File: src/rtl/pipe_ctrl.sv
// rtl/pipe_ctrl.sv - pipeline hold/redirect controller with JTAG halt/drain and reset stretch
// Merges execute/trap redirects and stalls, and replays redirects the PC register would drop under hold.
module pipe_ctrl #(
  parameter int ADDR_W    = 32,
  parameter int DRAIN_CYC = 3,
  parameter int JRST_CYC  = 4
) (
  input  logic              clk_i,
  input  logic              rst_n_i,
  input  logic              ex_jump_flag_i,
  input  logic [ADDR_W-1:0] ex_jump_addr_i,
  input  logic              ex_hold_i,
  input  logic              bus_hold_i,
  input  logic              int_req_i,
  input  logic [ADDR_W-1:0] int_addr_i,
  output logic              int_ack_o,
  input  logic              jtag_halt_req_i,
  output logic              jtag_halted_o,
  input  logic              jtag_reset_i,
  output logic [2:0]        hold_flag_o,
  output logic              jump_flag_o,
  output logic [ADDR_W-1:0] jump_addr_o,
  output logic              flush_o,
  output logic              jtag_reset_flag_o
);

  localparam int DW = $clog2(DRAIN_CYC + 1);
  localparam int JW = $clog2(JRST_CYC + 1);
  localparam logic [DW-1:0] DRAIN_LAST = DW'(DRAIN_CYC - 1);
  localparam logic [JW-1:0] JRST_LOAD  = JW'(JRST_CYC);

  typedef enum logic [1:0] {RUN, DRAIN, HALTED} state_e;

  state_e              state_q, state_d;
  logic [DW-1:0]       drain_cnt_q, drain_cnt_d;
  logic [JW-1:0]       jrst_cnt_q, jrst_cnt_d;
  logic                pend_v_q, pend_v_d;
  logic [ADDR_W-1:0]   pend_addr_q, pend_addr_d;
  logic                halted_q, halted_d;

  logic                rst_stretch;
  logic [2:0]          hold;
  logic                ack;
  logic                cand_v;
  logic [ADDR_W-1:0]   cand_addr;
  logic                jump;
  logic [ADDR_W-1:0]   jump_addr;
  logic                flush;
  logic                drain_done;

  always_comb begin
    rst_stretch = (jrst_cnt_q != '0);
    drain_done  = (drain_cnt_q == DRAIN_LAST);

    hold = 3'b000;
    if (state_q == HALTED || ex_hold_i || rst_stretch) hold = 3'b111;
    if (bus_hold_i)       hold = hold | 3'b011;
    if (state_q == DRAIN) hold = hold | 3'b001;

    ack = (state_q == RUN) && !pend_v_q && !rst_stretch && int_req_i;

    // A pending redirect makes any execute jump wrong-path; an acked trap owns the cycle.
    cand_v    = 1'b0;
    cand_addr = '0;
    if (!rst_stretch) begin
      if (pend_v_q) begin
        cand_v    = 1'b1;
        cand_addr = pend_addr_q;
      end else if (ack) begin
        cand_v    = 1'b1;
        cand_addr = int_addr_i;
      end else if (ex_jump_flag_i) begin
        cand_v    = 1'b1;
        cand_addr = ex_jump_addr_i;
      end
    end

    jump        = 1'b0;
    jump_addr   = '0;
    flush       = 1'b0;
    pend_v_d    = pend_v_q;
    pend_addr_d = pend_addr_q;
    if (cand_v) begin
      if (hold == 3'b000) begin
        jump      = 1'b1;
        jump_addr = cand_addr;
        flush     = 1'b1;
        pend_v_d  = 1'b0;
      end else if (!pend_v_q) begin
        flush       = 1'b1;
        pend_v_d    = 1'b1;
        pend_addr_d = cand_addr;
      end
    end
    if (jtag_reset_i || rst_stretch) pend_v_d = 1'b0;

    state_d = state_q;
    case (state_q)
      RUN:    if (jtag_halt_req_i) state_d = DRAIN;
      DRAIN: begin
        if (!jtag_halt_req_i) state_d = RUN;
        else if (drain_done && !ex_hold_i && !bus_hold_i) state_d = HALTED;
      end
      HALTED: if (!jtag_halt_req_i) state_d = RUN;
      default: state_d = RUN;
    endcase
    if (jtag_reset_i || rst_stretch) state_d = RUN;

    // Counts DRAIN cycles already completed; saturates once the minimum is met.
    drain_cnt_d = '0;
    if (state_q == DRAIN && state_d == DRAIN)
      drain_cnt_d = drain_done ? drain_cnt_q : drain_cnt_q + DW'(1);

    jrst_cnt_d = jrst_cnt_q;
    if (jtag_reset_i)     jrst_cnt_d = JRST_LOAD;
    else if (rst_stretch) jrst_cnt_d = jrst_cnt_q - JW'(1);

    halted_d = (state_d == HALTED);
  end

  always_ff @(posedge clk_i or negedge rst_n_i) begin
    if (!rst_n_i) begin
      state_q     <= RUN;
      drain_cnt_q <= '0;
      jrst_cnt_q  <= '0;
      pend_v_q    <= 1'b0;
      pend_addr_q <= '0;
      halted_q    <= 1'b0;
    end else begin
      state_q     <= state_d;
      drain_cnt_q <= drain_cnt_d;
      jrst_cnt_q  <= jrst_cnt_d;
      pend_v_q    <= pend_v_d;
      pend_addr_q <= pend_addr_d;
      halted_q    <= halted_d;
    end
  end

  // Combinational outputs are forced low while reset is asserted.
  assign hold_flag_o       = rst_n_i ? hold : 3'b000;
  assign jump_flag_o       = rst_n_i & jump;
  assign jump_addr_o       = rst_n_i ? jump_addr : '0;
  assign flush_o           = rst_n_i & flush;
  assign int_ack_o         = rst_n_i & ack;
  assign jtag_halted_o     = halted_q;
  assign jtag_reset_flag_o = rst_stretch;

endmodule

File: config.mk
export PLATFORM = sky130hd
export DESIGN_NAME = pipe_ctrl
export DESIGN_NICKNAME = d
export VERILOG_FILES = /design/src/rtl/pipe_ctrl.sv
export SDC_FILE = /design/constraint.sdc
export NUM_CORES = 1
export LEC_CHECK = 0
export CAP_MARGIN = 25
export CELL_PAD_IN_SITES_DETAIL_PLACEMENT = 0
export CELL_PAD_IN_SITES_GLOBAL_PLACEMENT = 2
export CORE_MARGIN = 2
export CORE_UTILIZATION = 25
export CTS_CLUSTER_SIZE = 30
export DETAILED_ROUTE_END_ITERATION = 7
export PLACE_DENSITY_LB_ADDON = 0.15
export SLEW_MARGIN = 40
export SYNTH_ARGS = -nofsm -noshare
export SYNTH_HDL_FRONTEND = slang
export SYNTH_SLANG_ARGS = --single-unit
File: constraint.sdc
create_clock -name clk_i -period 3.4 [get_ports clk_i]
set_input_delay 0.68 -clock clk_i [delete_from_list [all_inputs] [get_ports clk_i]]
set_output_delay 0.68 -clock clk_i [all_outputs]
set_load 0.1 [all_outputs]
==> summary.md <==
| Metric | Value |
|---|---|
| Vias | between 2000 and 3000 |
| Sw Share | between 30% and 40% |
| Post-synthesis async set-or-reset flop share | 100.0% |
| First-pass GRT wire length | 14940 µm |
| Leakage | around 2.0 nW |
| Power density over cell area | approximately 460 nW/µm² |
| Top Metal Used | met4 |
| Placer Congestion | between 0.7 and 0.8 |
| Post-synth EDFFs | 0 |
| Wl on met1 | 4558 µm |
| Post-synthesis cell area | 2821 µm² |
| Area delta synth->final | 71.13% |
| Clk pin slew, worst setup/hold paths | 0.06 ns |
| Tcrit/Tclk final | 96.95% |
| Setup Skew | between 0.007 and 0.008 ns |
| Cts hold-fix bufs | 0 |
| Starting Density | approximately 26% |
| Setup Viol. Count Final | 0 |
| Crit path kind | reg2out |
| H-tree lvl count | 2 |
| CTS buffer count | 5 |
| Clk_lat worst skew | between 0.2 and 0.3 ns |
| Port bufs | between 100 and 150 |
| TritonCTS sink count | 41 |
| Die height | roughly 110 µm |
| Final Hold Fails | 0 |
| Data arrival time of the critical path | about 2.6 ns |
| Power share of the combinational group | between 40% and 50% |
| Power, Total | between 0.002 and 0.0025 W |
| Initial DRT Pass Iterations | 4 |
| Via density | 4.942 |
| Synth top area cells | dfrtp_1 36%, mux2_1 12%, a41oi_1 9.9% |
| Final wirelength | around 9500 µm |
| Vias in the first global route | a little under 3000 |
| Commonest non-fill, non-tap cell in the layout | clkdlybuf4s50_1 |
| Synth Instances | 310 |
| Final Max Slew Viols | 0 |
| Critical path endpoint category | output port |
| FMAX | between 300 and 400 MHz |
| Psw | approximately 0.00077 W |
| Ys Warns | 0 |
| Post-synth top area cell | dfrtp_1 |
| Yosys top cell area share | a little over a third |
| Syn nets | about 390 |
| Number of synthesized register bits | between 40 and 50 |
| HP Class | in2async |
| CP Max Fanout | 6 |
| Setup crit start kind | register |
| Overall Global Routing Usage | 15.84% |
| Synth unique cells | 37 |
| CTS root buf | clkbuf_16 |
| Final Critical Period | 3.296 ns |
| Met2 WL | around 4500 µm |
| Max cap viols | 0 |
| Most frequent cells in the layout | 68 x clkdlybuf4s50_1, 40 x dfrtp_1, 39 x buf_12 |
| Metal3 WL | between 300 and 400 µm |
| Core Region | around 11000 µm² |
| Syn avg cell area | 9.101 µm² |
| Clock Path Buffers | 2 |
| Max-slew headroom | a little over half |
| Filler cells | 1083 |
| Clock Power Share | between 20 and 25% |
| Crit path required time | roughly 2.7 ns |
| Pint | roughly 0.0014 W |
| GR Overflow Total | 0 |
| Die X | between 100 and 150 µm |
| Flop pwr share | approximately a third |
| Slew @ Worst Pin | around 0.68 ns |
| Share of cells above drive strength 1 | approximately 29% |
| IO Pins | roughly 110 |
| DP Cell Count | 549 |
| Antenna violations before repair | 0 |
| Antenna Cells | 0 |
| Outcome | completed |
| Die Area | between 10000 and 15000 µm² |
| Detailed-route DRC error count | 0 |
| Sequential share of the synthesized area | between 30% and 40% |
| Fin nets | ~500 |
| Drt wl/cell | 16.81 µm |
| DR iter-0 viols | about 110 |
| Primary FF master, synth | dfrtp_1 |
| Row Count | 38 |
| Routed Antenna Nets | 0 |
| Worst ir drop on vdd | between 0.0002 and 0.0003 V |
| Non-Filler Instances | approximately 570 |
| Final HPWL DP | between 6000 and 7000 µm |
| CTS tree | done |
| Largest net degree at the start of global routing | 36 |
==> stage by stage <==
stage | hold slack (ns) | worst slack, ns | area, µm² | utilization [%] | TNS (ns)
2_1_floorplan | 0.3844 | -0.2324 | 2863 | - | -0.2324
3_3_place_gp | 0.4647 | 0.01062 | 4543 | 41.54 | 0
3_5_place_dp | 0.4720 | 0.006160 | 4538 | 41.50 | 0
4_1_cts | 0.4358 | 0.004609 | 4690 | 42.88 | 0
5_1_grt | 0.4456 | -0.01262 | 4828 | 44.15 | -0.05172
6_report | 0.4155 | 0.1038 | 4828 | 44.15 | 0
==> registers in the layout, summed over array words and instances, names as in the netlist <==
register,count
drain_cnt_q,2
jrst_cnt_q,3
jtag_halted_o,1
pend_addr_q,32
pend_v_q,1
state_q,2
==> final timing paths <==
check / from / endpoint / slack, ns / depth (start not counted)
min: rst_n_i / pend_addr_q[26] / 0.42 / 2
min reg2reg: pend_addr_q[13] / pend_addr_q[13] / 0.48 / 1
max: jrst_cnt_q[0] / jump_addr_o[21] / 0.10 / 10
max reg2reg: jrst_cnt_q[0] / pend_addr_q[30] / 0.88 / 9
min in group clk_i: pend_addr_q[13] / pend_addr_q[13] / 0.48 / 1
max in group asynchronous: rst_n_i / pend_addr_q[10] / 2.66 / 2
==> metal layers <==
metal  track usage [%]  vias to the layer above
li1                  -                     1365
met1             22.20                     1372
met2             26.56                       60
met3             2.116                        5
met4             2.411                        0
met5                 0                        -
==> power groups by stage <==
stage	combinational, W	sequential, W	clock [W]
after floorplan	0.000636	0.000727	0
after global placement	0.000913	0.000754	0
after detailed placement	0.000917	0.000763	0
after CTS	0.000922	0.000754	0.000497
after global routing	0.00107	0.000781	0.000512
final	0.000960	0.000757	0.000483
==> cells in the mapped netlist (3+ instances only) <==
cell type and count:
dfrtp_1 41, nand2_1 35, and3_1 33, a41oi_1 32, nand2b_1 32, mux2_1 31
o21ai_0 30, clkbuf_1 23, nor2_1 10, buf_6 4, inv_1 4, ha_1 3
==> kinds of logic after synthesis <==
group                    synth area share, %
AO/OA/AOI/OAI                          18.98
XOR/XNOR                              0.6210
adder cells (fa/ha/maj)                1.331
buffers and inverters                  6.296
flip-flops                             36.36
multiplexers                           12.77
AND/OR/NAND/NOR                        23.64
==> worst max-delay path, stage by stage, from the launching register on <==
cell	delay (ns)
dfrtp_1	0.37
inv_2	0.07
ha_2	0.18
nor2b_4	0.21
inv_4	0.05
or4b_4	0.51
nor3_4	0.28
buf_4	0.17
buf_6	0.12
and3_4	0.19
buf_12	0.17
==> area by class of cell <==
type / count / area (µm²) / area share (%)
Timing Repair Buffer: 141 / 1745 / 36.15
Clock buffer: 7 / 142.6 / 2.954
Multi-Input combinational cell: 232 / 1709 / 35.40
Inverter: 5 / 21.27 / 0.4405
Sequential cell: 41 / 1027 / 21.28
Tap cell: 140 / 175.2 / 3.628
Clock inverter: 1 / 7.507 / 0.1555
==> what timing repair did <==
| action | CTS | global route |
|---|---|---|
| endpoints found under the hold margin | 0 | 0 |
| endpoints found under the setup margin | 1 | 32 |
| gates resized for setup | 1 | 24 |
| cloned | 0 | 2 |
| setup buffers | 0 | 8 |
| pin swaps | 0 | 3 |
No activity file was read; power rests on OpenSTA's default activity.
